**src/rtl/hazard_control_unit_pkg.sv**
```systemverilog
// hazard_control_unit_pkg: shared FSM encoding, register-number widths and defaults
// Ports: none (package).
package hazard_control_unit_pkg;
    localparam int SRC1_W               = 3;
    localparam int REG_W                = 4;
    localparam int DEF_INT_DRAIN_CYCLES = 2;
    localparam int DEF_STALL_CNT_W      = 16;
    typedef enum logic [1:0] {
        ST_RUN,
        ST_MEM2,
        ST_INT_DRAIN,
        ST_INT_ENTER
    } state_e;
endpackage

```
**src/rtl/load_use_detector.sv**
```systemverilog
// load_use_detector: flags a load in DE whose destination feeds the instruction in FD
// Ports:
//   fd_src_1_num/used, fd_src_2_num/used - FD source operands
//   de_mem_read, de_reg_write, de_dst_num - DE load destination
//   lu                                   - load-use hazard (combinational)
module load_use_detector
    import hazard_control_unit_pkg::*;
(
    input  logic [SRC1_W-1:0] fd_src_1_num,
    input  logic              fd_src_1_used,
    input  logic [REG_W-1:0]  fd_src_2_num,
    input  logic              fd_src_2_used,
    input  logic              de_mem_read,
    input  logic              de_reg_write,
    input  logic [REG_W-1:0]  de_dst_num,
    output logic              lu
);
    // Source 1 only reaches the low registers, so its upper bit is always zero.
    assign lu = de_mem_read & de_reg_write &
                ((fd_src_1_used & (de_dst_num == {1'b0, fd_src_1_num})) |
                 (fd_src_2_used & (de_dst_num == fd_src_2_num)));
endmodule

```
**src/rtl/hazard_control_unit.sv**
```systemverilog
// hazard_control_unit: pipeline hold/flush control for load-use, two-cycle memory and interrupts
// Ports:
//   clk, reset (sync, active-low)
//   fd_src_*, de_*            - hazard detection operands
//   em_two_cycle              - EM needs a second memory cycle
//   int_req                   - level interrupt request
//   *_hold, *_flush           - pipeline register control
//   mem_phase, int_ack        - second memory cycle / interrupt vector load
//   stall_count               - saturating count of load-use bubbles
module hazard_control_unit
    import hazard_control_unit_pkg::*;
#(
    parameter int INT_DRAIN_CYCLES = DEF_INT_DRAIN_CYCLES,
    parameter int STALL_CNT_W      = DEF_STALL_CNT_W
)(
    input  logic                   clk,
    input  logic                   reset,
    input  logic [SRC1_W-1:0]      fd_src_1_num,
    input  logic                   fd_src_1_used,
    input  logic [REG_W-1:0]       fd_src_2_num,
    input  logic                   fd_src_2_used,
    input  logic                   de_mem_read,
    input  logic                   de_reg_write,
    input  logic [REG_W-1:0]       de_dst_num,
    input  logic                   em_two_cycle,
    input  logic                   int_req,
    output logic                   pc_hold,
    output logic                   fd_hold,
    output logic                   de_hold,
    output logic                   em_hold,
    output logic                   fd_flush,
    output logic                   de_flush,
    output logic                   mem_phase,
    output logic                   int_ack,
    output logic [STALL_CNT_W-1:0] stall_count
);
    localparam int CNT_W = (INT_DRAIN_CYCLES > 1) ? $clog2(INT_DRAIN_CYCLES) : 1;
    localparam logic [CNT_W-1:0] DRAIN_LOAD = CNT_W'(INT_DRAIN_CYCLES - 1);

    state_e                 state_q, state_d;
    logic                   pend_q, pend_d;
    logic                   ret_q, ret_d;
    logic [CNT_W-1:0]       cnt_q, cnt_d;
    logic [STALL_CNT_W-1:0] stall_q, stall_d;
    logic                   lu, bubble, fd_f, de_f;

    load_use_detector u_lud (
        .fd_src_1_num  (fd_src_1_num),
        .fd_src_1_used (fd_src_1_used),
        .fd_src_2_num  (fd_src_2_num),
        .fd_src_2_used (fd_src_2_used),
        .de_mem_read   (de_mem_read),
        .de_reg_write  (de_reg_write),
        .de_dst_num    (de_dst_num),
        .lu            (lu)
    );

    always_comb begin
        state_d   = state_q;
        cnt_d     = cnt_q;
        ret_d     = ret_q;
        pc_hold   = 1'b0;
        fd_hold   = 1'b0;
        de_hold   = 1'b0;
        em_hold   = 1'b0;
        fd_f      = 1'b0;
        de_f      = 1'b0;
        mem_phase = 1'b0;
        int_ack   = 1'b0;
        bubble    = 1'b0;
        unique case (state_q)
            ST_RUN: begin
                if (em_two_cycle) begin
                    {pc_hold, fd_hold, de_hold, em_hold} = 4'hF;
                    state_d = ST_MEM2;
                    ret_d   = 1'b0;
                end else if (lu) begin
                    pc_hold = 1'b1;
                    fd_hold = 1'b1;
                    de_f    = 1'b1;
                    bubble  = 1'b1;
                end else if (pend_q) begin
                    state_d = ST_INT_DRAIN;
                    cnt_d   = DRAIN_LOAD;
                end
            end
            // ret_q remembers whether the memory stall interrupted a drain.
            ST_MEM2: begin
                mem_phase = 1'b1;
                state_d   = ret_q ? ST_INT_DRAIN : ST_RUN;
            end
            // A two-cycle access during drain freezes the drain count until it completes.
            ST_INT_DRAIN: begin
                if (em_two_cycle) begin
                    {pc_hold, fd_hold, de_hold, em_hold} = 4'hF;
                    state_d = ST_MEM2;
                    ret_d   = 1'b1;
                end else begin
                    pc_hold = 1'b1;
                    fd_f    = 1'b1;
                    state_d = (cnt_q == '0) ? ST_INT_ENTER : ST_INT_DRAIN;
                    cnt_d   = (cnt_q == '0) ? cnt_q : cnt_q - 1'b1;
                end
            end
            ST_INT_ENTER: begin
                int_ack = 1'b1;
                fd_f    = 1'b1;
                state_d = ST_RUN;
            end
            default: state_d = ST_RUN;
        endcase
        // Requests arriving while one is pending are absorbed; the ack clears it.
        pend_d  = ~int_ack & (pend_q | int_req);
        stall_d = (bubble && stall_q != '1) ? stall_q + 1'b1 : stall_q;
    end

    // A held register must keep its contents, so hold masks flush.
    assign fd_flush    = fd_f & ~fd_hold;
    assign de_flush    = de_f & ~de_hold;
    assign stall_count = stall_q;

    always_ff @(posedge clk) begin
        if (!reset) begin
            state_q <= ST_RUN;
            pend_q  <= 1'b0;
            ret_q   <= 1'b0;
            cnt_q   <= '0;
            stall_q <= '0;
        end else begin
            state_q <= state_d;
            pend_q  <= pend_d;
            ret_q   <= ret_d;
            cnt_q   <= cnt_d;
            stall_q <= stall_d;
        end
    end
endmodule
```
**config.mk**
```make
export PLATFORM = sky130hd
export DESIGN_NAME = hazard_control_unit
export DESIGN_NICKNAME = d
export VERILOG_FILES = /design/src/rtl/hazard_control_unit_pkg.sv /design/src/rtl/load_use_detector.sv /design/src/rtl/hazard_control_unit.sv
export SDC_FILE = /design/constraint.sdc
export NUM_CORES = 1
export LEC_CHECK = 0
export CAP_MARGIN = 30
export CELL_PAD_IN_SITES_DETAIL_PLACEMENT = 0
export CELL_PAD_IN_SITES_GLOBAL_PLACEMENT = 1
export CORE_MARGIN = 2
export CORE_UTILIZATION = 38
export DETAILED_ROUTE_END_ITERATION = 12
export DONT_BUFFER_PORTS = 1
export GPL_TIMING_DRIVEN = 0
export HOLD_SLACK_MARGIN = 0.06
export PLACE_DENSITY_LB_ADDON = 0.1
export RECOVER_POWER = 100
export SLEW_MARGIN = 20
export SYNTH_ARGS = -nofsm -noshare
export SYNTH_HDL_FRONTEND = slang
export SYNTH_SLANG_ARGS = --single-unit
```
**constraint.sdc**
```tcl
create_clock -name clk -period 5 [get_ports clk]
set_input_delay 0.5 -clock clk [delete_from_list [all_inputs] [get_ports clk]]
set_output_delay 0.5 -clock clk [all_outputs]
set_load 0.005 [all_outputs]
```
==> impl_metrics.tcl, run 1 <==
set metrics [dict create \
    routabilityCongestion 0.769 \
    cts_resized 0 \
    fin_cells 195 \
    ios 43 \
    critPathCapture "stall_count[4]$_SDFFE_PN0P_" \
    finalSetupViolCount 0 \
    ys_ff_latch 21 \
    cts_setup_buffers 0 \
    syn_to_final_growth_pct 5.26 \
    nNetsFinal 172 \
    cts_max_path_buffers 2 \
    clkLatencyLatePin_ps 300 \
    p_per_area_nw_per_um2 218 \
    ant_nets 0 \
    relSlewSlack 0.452 \
    drcViolationCount 0 \
    rsz0062_at_grt "no" \
    synth_edf_count 0 \
    period_share 0.490 \
    rows 20 \
    cts_root_buffer "clkbuf_4" \
    cp-end-kind "register" \
    tritoncts "done" \
    irDropWorstVdd_mv 0.111 \
    worstSetupPathType "reg -> reg" \
    first_pass_iters 4 \
    fmax_ghz 0.408 \
    max_stage_delay_ps 530 \
    cp-start-kind "register" \
    cp_slowest_cell "or4b_1" \
    die_area_um2 3660 \
    synth_fp_nets 167 \
    ys_seq_area_frac 0.346 \
    via_count 1117 \
    synth_top_area_share 0.346 \
    r2r_slack_ps 2550 \
    grt_pass1_vias 1067 \
    power.leakage_nw 0.379 \
    cp_num_cells 7 \
    status "completed" \
    grt_max_degree 12 \
    crit_path_start "stall_count[0]$_SDFFE_PN0P_" \
    layout_common_cells "dfxtp_1, a21oi_1, nand3_1, nor2_1, nand2_1" \
    arrival_ps 2660 \
    final_common_cell "dfxtp_1" \
    placed_cells 191 \
    worst_pin_slew_ps 822 \
    synth_largest_area_cell "dfxtp_1" \
    holdBufCountCts 0 \
    maxCapViolCount 0 \
    drt_iter0_drc 32 \
    hp-class "in -> reg" \
    track_usage 0.176 \
    hpwl_mm 2.03 \
    post-route-min-period_ps 2450 \
    skew_ps 4.73 \
    reg2reg_depth 7 \
    cp_max_fo 10 \
    antenna_cells 0 \
    synth.avg_cell_area_um2 8.26 \
    crit_family "simple AND/OR/NAND/NOR gates" \
    grt_overflow 0 \
    wl_per_cell_um 14.7 \
    cts_sinks 21 \
    netlist_area_um2 1210 \
    yosys_warnings 0 \
    grt_pass1_wl_mm 4.82 \
    wl_mm 2.87 \
    ys_types 39 \
    antenna_found_initial 0 \
    dieWidth_um 60.5 \
    cp_num_buf_inv 1 \
    ys.flop_type "dfxtp_1" \
    path_cells "ha_1 -> nand2_1 -> or4b_1 -> nor2_1 -> clkbuf_1 -> o311ai_0 -> o41ai_1" \
    cts-buffers-inserted 3 \
    vias_per_cell 5.73 \
    final_max_slew_viol_count 0 \
    synth.area.top_cells "dfxtp_1, a21oi_1, xor2_1" \
    worstPathRequired_ps 5210 \
    fin_setup_tns_ps 0 \
    start_util 0.398 \
    reg2reg_to "stall_count[4]$_SDFFE_PN0P_" \
    drive_above_1_share 0.0596 \
    r2r-start "stall_count[0]$_SDFFE_PN0P_" \
    cts_max_level 1 \
    io_buffer_count 0 \
    core_um2 3050 \
    path_clk_slew_ps 120 \
    async_reset_ff_frac 0 \
    synthCells 147 \
    hold_violations 0 \
    die-height_um 60.5 \
]
## flip-flops by register name, indices dropped and copies added, names as in the netlist
| name | count |
|---|---|
| stall_count | 16 |
| pend_q | 1 |
| ret_q | 1 |
| cnt_q | 1 |
| state_q | 2 |
## how the worst min path moves through the flow
stage | slack [ps] | depth (start not counted) | to | startpoint
2_1_floorplan | 450 | 2 | cnt_q$_SDFFE_PN0P_ | cnt_q$_SDFFE_PN0P_
3_3_place_gp | 470 | 2 | cnt_q$_SDFFE_PN0P_ | cnt_q$_SDFFE_PN0P_
3_5_place_dp | 480 | 2 | cnt_q$_SDFFE_PN0P_ | cnt_q$_SDFFE_PN0P_
4_1_cts | 340 | 2 | pend_q$_SDFF_PN0_ | int_req
5_1_grt | 370 | 2 | state_q[0]$_SDFFE_PN0P_ | em_two_cycle
6_report | 360 | 2 | pend_q$_SDFF_PN0_ | int_req
## worst reg2reg max path, cell delays in order (launching register included)
cell	delay [ps]
dfxtp_1	480
ha_1	240
nand2_1	110
or4b_1	530
nor2_1	270
clkbuf_1	440
o311ai_0	200
o41ai_1	90
## area by class of cell
class / instances / area [um2]
fill: 331 / 1780
multi-input combinational: 115 / 722
sequential: 21 / 420
tap: 44 / 55.1
buffer: 8 / 42.5
clock buffer: 4 / 26.3
inverter: 3 / 11.3
## cells in the mapped netlist, drive strengths merged, types with 2 or more instances
library cell and number:
a21oi 15, nor4 2, inv 3, nand3 10, nand2 10, buf 4
or4 7, nand4 3, and2 3, nor2b 3, clkbuf 4, xor2 7
dfxtp 21, or3 6, a22oi 2, mux2i 4, nor2 10, nand2b 3
and4 2, o21ai 7, o31ai 6, nor3 4
## report_power, final
group | internal [mW] | switching [mW]
clock | 0.0311 | 0.0536
combinational | 0.00900 | 0.0133
sequential | 0.170 | 0.00189
## cells by family after synthesis
group	share of synthesized area
DFF	0.346
buffers and inverters	0.0474
and+or+nand+nor	0.324
adders and majority gates	0.0103
AOI/OAI and AO/OA	0.189
xor gates and xnor gates	0.0505
muxes	0.0330
## routing by layer
| metal | up-vias | global-route usage | part of all wire |
|---|---|---|---|
| met4 | 0 | 0.0404 | 0.0066 |
| met2 | 34 | 0.293 | 0.46 |
| met3 | 2 | 0.0661 | 0.062 |
| li1 | 558 | - | - |
| met5 | - | 0 | 0 |
| met1 | 523 | 0.218 | 0.48 |
## per-stage QoR
step           power, mW  utilization  hold WS (ps)  cell area [um2]  setup slack, ps
2_1_floorplan      0.194            -           452             1210             3100
3_3_place_gp       0.198        0.416           471             1270             2900
3_5_place_dp       0.199        0.416           476             1270             2870
4_1_cts            0.286        0.424           340             1290             2870
5_1_grt            0.295        0.418           373             1280             2290
6_report           0.279        0.418           357             1280             2550
(Power assumes the default switching activity.)
==> run 2: changes to the inputs <==
Settings changed: ABC_AREA set to 1, CORE_UTILIZATION 38 to 37.
Clock period 5 ns to 2.15 ns, I/O delays scaled along.
==> run 2 against run 1 <==
Net effect:
- fmax up 33%
- sequential power up 130%
- clock-buffer cell count shrank 1
- cell area up 15%
- largest cell class unchanged
- synthesized cell count is 50% higher
- sequential share of layout area fell by 4.2 points
- critical endpoint is now stall_count[10]$_SDFFE_PN0P_
- non-clock buffer count unchanged
- utilization rose by 1.1 points
- combinational power grew to 3.7 times the previous value
==> impl_metrics.tcl, run 2 <==
set metrics [dict create \
    drt_iter0_drc 41 \
    track_usage 0.176 \
    worstSetupPathType "reg -> reg" \
    crit_family "simple AND/OR/NAND/NOR gates" \
    synth_fp_nets 240 \
    reg2reg_depth 10 \
    ant_nets 0 \
    worstPathRequired_ps 2400 \
    antenna_cells 0 \
    ys_top_cells_by_count "nand2_1, nor2_1, inv_1" \
    layout_common_cells "nand2_1, nor2_1, inv_1, nand3_1, dfxtp_1" \
    maxCapViolCount 0 \
    first_pass_iters 6 \
    grt_pass1_vias 1283 \
    synth_most_common_cell "nand2_1" \
    hpwl_mm 2.57 \
    skew_ps 1.86 \
    r2r-start "stall_count[0]$_SDFFE_PN0P_" \
    path_cells "ha_1 -> nand2_1 -> nor2_4 -> and3_1 -> nand2_1 -> nor2_1 -> nor2_1 -> nand2_1 -> nand2_1 -> a21oi_2" \
    rows 21 \
    dp_slack_ps 374 \
    tritoncts "done" \
    irDropWorstVdd_mv 0.344 \
    status "completed" \
    power.leakage_nw 0.598 \
    cts_setup_buffers 0 \
    cts_sinks 21 \
    die-height_um 64.5 \
    holdCritStartpoint "em_two_cycle" \
    grt_max_degree 13 \
    period_share 0.853 \
    whs_path_depth 3 \
    grt_overflow 0 \
    wl_per_cell_um 12.1 \
    post-route-min-period_ps 1830 \
    ys.flop_type "dfxtp_1" \
    nNetsFinal 249 \
    arrival_ps 2090 \
    path_common_cell "nand2_1" \
    finalSetupViolCount 0 \
    rsz0062_at_grt "no" \
    drive_above_1_share 0.0789 \
    dieWidth_um 64.5 \
    reg2reg_to "stall_count[10]$_SDFFE_PN0P_" \
    cts_max_path_buffers 2 \
    max_stage_delay_ps 440 \
    cp_slowest_cell "dfxtp_1" \
    crit_path_start "stall_count[0]$_SDFFE_PN0P_" \
    cp_max_fo 8 \
    relSlewSlack 0.663 \
    synth_edf_count 0 \
    cts-buffers-inserted 3 \
    netlist_area_um2 1350 \
    fmax_ghz 0.545 \
    synthCells 220 \
    p_per_area_nw_per_um2 463 \
    synth.avg_cell_area_um2 6.15 \
    final_common_cell "nand2_1" \
    clkLatencyLatePin_ps 310 \
    cp-end-kind "register" \
    largest_reg_flops 16 \
    cts_max_level 1 \
    worst_pin_slew_ps 504 \
    ys_seq_area_frac 0.311 \
    synth.area.top_cells "dfxtp_1, nand2_1, nor2_1" \
    syn_to_final_growth_pct 8.42 \
    hold_violations 0 \
    routabilityCongestion 0.812 \
    cts_root_buffer "clkbuf_4" \
    io_buffer_count 0 \
    die_area_um2 4160 \
    path_clk_slew_ps 120 \
    vias_per_cell 4.97 \
    ys_ff_latch 21 \
    ys_types 31 \
    async_reset_ff_frac 0 \
    antenna_found_initial 0 \
    fin_setup_tns_ps 0 \
    yosys_warnings 0 \
    hold-path-endpoint "state_q[1]$_SDFFE_PN0P_" \
    ios 43 \
    nFillCells 385 \
    drcViolationCount 0 \
    fin_ws_ps 316 \
    synth_top_area_share 0.311 \
    grt_pass1_wl_mm 5.86 \
    final_util 0.429 \
    wl_mm 3.30 \
    final_max_slew_viol_count 0 \
    via_count 1362 \
    cp_num_buf_inv 0 \
    core_um2 3420 \
    hp-class "in -> reg" \
    start_util 0.396 \
    cp-start-kind "register" \
    synth_largest_area_cell "dfxtp_1" \
    r2r_slack_ps 320 \
]
==> run 2: changes by cell type after synthesis, sizes merged, moves of 4 or more <==
cell   change
inv       +23
mux2i      -4
nand2     +49
nand3     +14
nor2      +34
o31ai      -6
or3        -6
or4        -7
xor2       -7
==> run 2: power breakdown <==
part / switching [mW] / leakage (nW) / internal, mW / total [mW]
logic: 0.0510 / 0.410 / 0.0306 / 0.0816
clock network: 0.127 / 0.0177 / 0.0695 / 0.196
registers: 0.00496 / 0.170 / 0.397 / 0.401
total: 0.183 / 0.598 / 0.497 / 0.679
==> run 2: worst max path at each step <==
stage	to	slack, ps	cells past startpoint
after floorplan	stall_count[10]$_SDFFE_PN0P_	620	10
after global placement	stall_count[10]$_SDFFE_PN0P_	400	10
after detailed placement	stall_count[2]$_SDFFE_PN0P_	370	10
after CTS	stall_count[10]$_SDFFE_PN0P_	340	10
after global routing	stall_count[9]$_SDFFE_PN0P_	70	10
final	stall_count[10]$_SDFFE_PN0P_	320	10
==> run 2: tightest hold or removal path: cells and delay by family <==
| family | cells | cell delay (ps) |
|---|---|---|
| AO/OA/AOI/OAI | 2 | 80 |
| AND/OR/NAND/NOR | 1 | 60 |
==> run 2: metrics by stage <==
stage          hold WS (ps)  instance area [um2]  std cells  power (mW)
4_1_cts                67.8                 1480        274       0.691
5_1_grt                77.8                 1470        274       0.716
6_report               84.5                 1470        274       0.679
3_5_place_dp            317                 1410        266       0.489
3_3_place_gp            309                 1410        266       0.487
2_1_floorplan           304                 1350        220       0.475
==> run 2: per-layer routing <==
layer,track usage,wire length [um],vias to the layer above
met2,0.285,1500,29
met1,0.231,1610,607
met5,0,0,-
li1,-,-,722
met4,0.0452,31,0
met3,0.0503,163,4
==> run 2: logic make-up after synthesis <==
group                    Yosys count  synth area share
XOR/XNOR                           2            0.0130
flip-flops                        21             0.311
AO/OA/AOI/OAI                     26             0.105
AND/OR/NAND/NOR                  138             0.463
buffers and inverters             32            0.0981
adder cells (fa/ha/maj)            1           0.00925
==> run 2: final cells by class <==
cell class	count	area (um2)	share of cell area
inverter	28	105	0.0717
clock inverter	1	5.00	0.00341
timing repair buffer	4	40.0	0.0273
buffer	4	26.3	0.0179
sequential	21	420	0.287
tap	46	57.6	0.0392
multi-input combinational	167	790	0.538
clock buffer	3	22.5	0.0154
==> run 2: repair_timing <==
item	in CTS	in global routing
endpoints found under the hold margin	5	0
hold buffers	4	0
resized for setup	0	0
==> run 3: changes to the inputs <==
Settings changed: CORE_UTILIZATION 37 to 38, SYNTH_HIERARCHICAL set to 1.
==> run 3 against run 2 <==
Net effect:
- synthesized cell count stayed put
- critical endpoint is now stall_count[11]$_SDFFE_PN0P_
- clock-buffer cell count stayed put
- flip-flop and latch count stayed put
- critical path depth is 3 lower
- fmax is 4.0% higher
- global-route usage is 0.39 points higher
- total power hardly changed
==> impl_metrics.tcl, run 3 <==
set metrics [dict create \
    power.leakage_nw 0.559 \
    die-height_um 64.0 \
    period_share 0.820 \
    drive_above_1_share 0.116 \
    tritoncts "done" \
    core_um2 3390 \
    largest_reg_flops 16 \
    synth_fp_nets 240 \
    cts-buffers-inserted 3 \
    final_max_slew_viol_count 0 \
    finalSetupViolCount 0 \
    cts_max_level 1 \
    start_util 0.403 \
    finalPower_mw 0.679 \
    grt_overflow 0 \
    post-route-min-period_ps 1760 \
    ys_top_cells_by_count "nand2_1, nor2_1, dfxtp_1" \
    cp_max_fo 10 \
    worst_pin_slew_ps 526 \
    skew_ps 3.75 \
    antenna_found_initial 0 \
    cts_max_path_buffers 2 \
    reg2reg_depth 7 \
    synth.area.top_cells "dfxtp_1, nand2_1, nor2_1" \
    ys.flop_type "dfxtp_1" \
    wl_per_cell_um 12.1 \
    synth_edf_count 0 \
    wl_mm 3.27 \
    crit_path_start "stall_count[0]$_SDFFE_PN0P_" \
    irDropWorstVdd_mv 0.189 \
    ant_nets 0 \
    ys_types 26 \
    synth.avg_cell_area_um2 6.21 \
    via_count 1319 \
    grt_max_degree 14 \
    holdWs_ps 87.7 \
    reg2reg_to "stall_count[11]$_SDFFE_PN0P_" \
    critPathCapture "stall_count[11]$_SDFFE_PN0P_" \
    synth_largest_area_cell "dfxtp_1" \
    fin_setup_tns_ps 0 \
    layout_common_cells "nand2_1, nor2_1, dfxtp_1, inv_1, nand3_1" \
    first_pass_iters 4 \
    arrival_ps 1980 \
    p_per_area_nw_per_um2 480 \
    ys_ff_latch 21 \
    final_util 0.417 \
    drcViolationCount 0 \
    worstPathRequired_ps 2360 \
    clkLatencyLatePin_ps 310 \
    synthCells 220 \
    hp-class "in -> reg" \
    hpwl_mm 2.52 \
    die_area_um2 4090 \
    whs_path_depth 2 \
    worstSetupPathType "reg -> reg" \
    final_common_cell "nand2_1" \
    grt_pass1_vias 1300 \
    r2r-start "stall_count[0]$_SDFFE_PN0P_" \
    cts_root_buffer "clkbuf_4" \
    vias_per_cell 4.87 \
    r2r_slack_ps 390 \
    cp-end-kind "register" \
    fmax_ghz 0.567 \
    nFillCells 381 \
    io_buffer_count 0 \
    synth_top_area_share 0.308 \
    synth_most_common_cell "nand2_1" \
    routabilityCongestion 0.836 \
    relSlewSlack 0.649 \
    nNetsFinal 246 \
    rsz0062_at_grt "no" \
    dieWidth_um 64.0 \
    track_usage 0.180 \
    maxCapViolCount 0 \
    rows 21 \
    drt_iter0_drc 49 \
    yosys_warnings 6 \
    ios 43 \
    async_reset_ff_frac 0 \
    cts_sinks 21 \
    hold_violations 0 \
    cp-start-kind "register" \
    ys_seq_area_frac 0.308 \
    syn_to_final_growth_pct 3.48 \
    grt_pass1_wl_mm 5.87 \
    status "completed" \
    path_clk_slew_ps 130 \
    antenna_cells 0 \
    netlist_area_um2 1370 \
]
run 3: metrics by stage:
stage / cell area (um2) / cells / setup slack, ps
2_1_floorplan: 1370 / 220 / 681
3_3_place_gp: 1420 / 266 / 509
3_5_place_dp: 1420 / 266 / 483
4_1_cts: 1460 / 271 / 487
5_1_grt: 1410 / 271 / 198
6_report: 1410 / 271 / 386
run 3: worst min path at each step:
stage                             from                       to  slack [ps]
after global routing      em_two_cycle  state_q[0]$_SDFFE_PN0P_          70
final                     em_two_cycle  state_q[0]$_SDFFE_PN0P_          90
after floorplan                int_req        pend_q$_SDFF_PN0_         370
after detailed placement       int_req        pend_q$_SDFF_PN0_         390
after CTS                 em_two_cycle  state_q[0]$_SDFFE_PN0P_          70
after global placement         int_req        pend_q$_SDFF_PN0_         380
run 3: repair_timing:
item | CTS | global route
gates resized for setup | 0 | 0
hold buffers | 1 | 0
hold endpoints to repair | 1 | 0
setup buffers | 0 | 0
run 3: layout make-up:
| class | count | area [um2] | share of cell area |
|---|---|---|---|
| Inverter | 28 | 105 | 0.0743 |
| Buffer | 4 | 21.3 | 0.0150 |
| Multi-Input combinational cell | 167 | 769 | 0.544 |
| Sequential cell | 21 | 420 | 0.297 |
| Clock buffer | 3 | 22.5 | 0.0159 |
| Timing Repair Buffer | 1 | 10.0 | 0.00708 |
| Clock inverter | 1 | 7.51 | 0.00531 |
| Tap cell | 46 | 57.6 | 0.0407 |
run 3: power breakdown:
group          internal, mW  switching (mW)
Combinational        0.0274          0.0466
Clock                0.0709           0.128
Sequential            0.398         0.00831
run 3: worst max-delay path, cell delays in order, from the launching register on:
cell and delay (ps):
dfxtp_1 450, ha_1 200, nand3_1 170, nor2_4 190, nand3_4 150, clkbuf_2 260
a21oi_1 170, nor2_1 60
run 3: kinds of logic after synthesis:
logic type / synth area share
adders and majority gates: 0.00916
AOI/OAI and AO/OA: 0.113
and+or+nand+nor: 0.473
DFF: 0.308
buffers and inverters: 0.0971
run 3: per-layer routing:
layer	track usage	share of wire
met1	0.230	0.50
met4	0.0571	0.0055
met3	0.0475	0.056
met2	0.294	0.43
met5	0	0
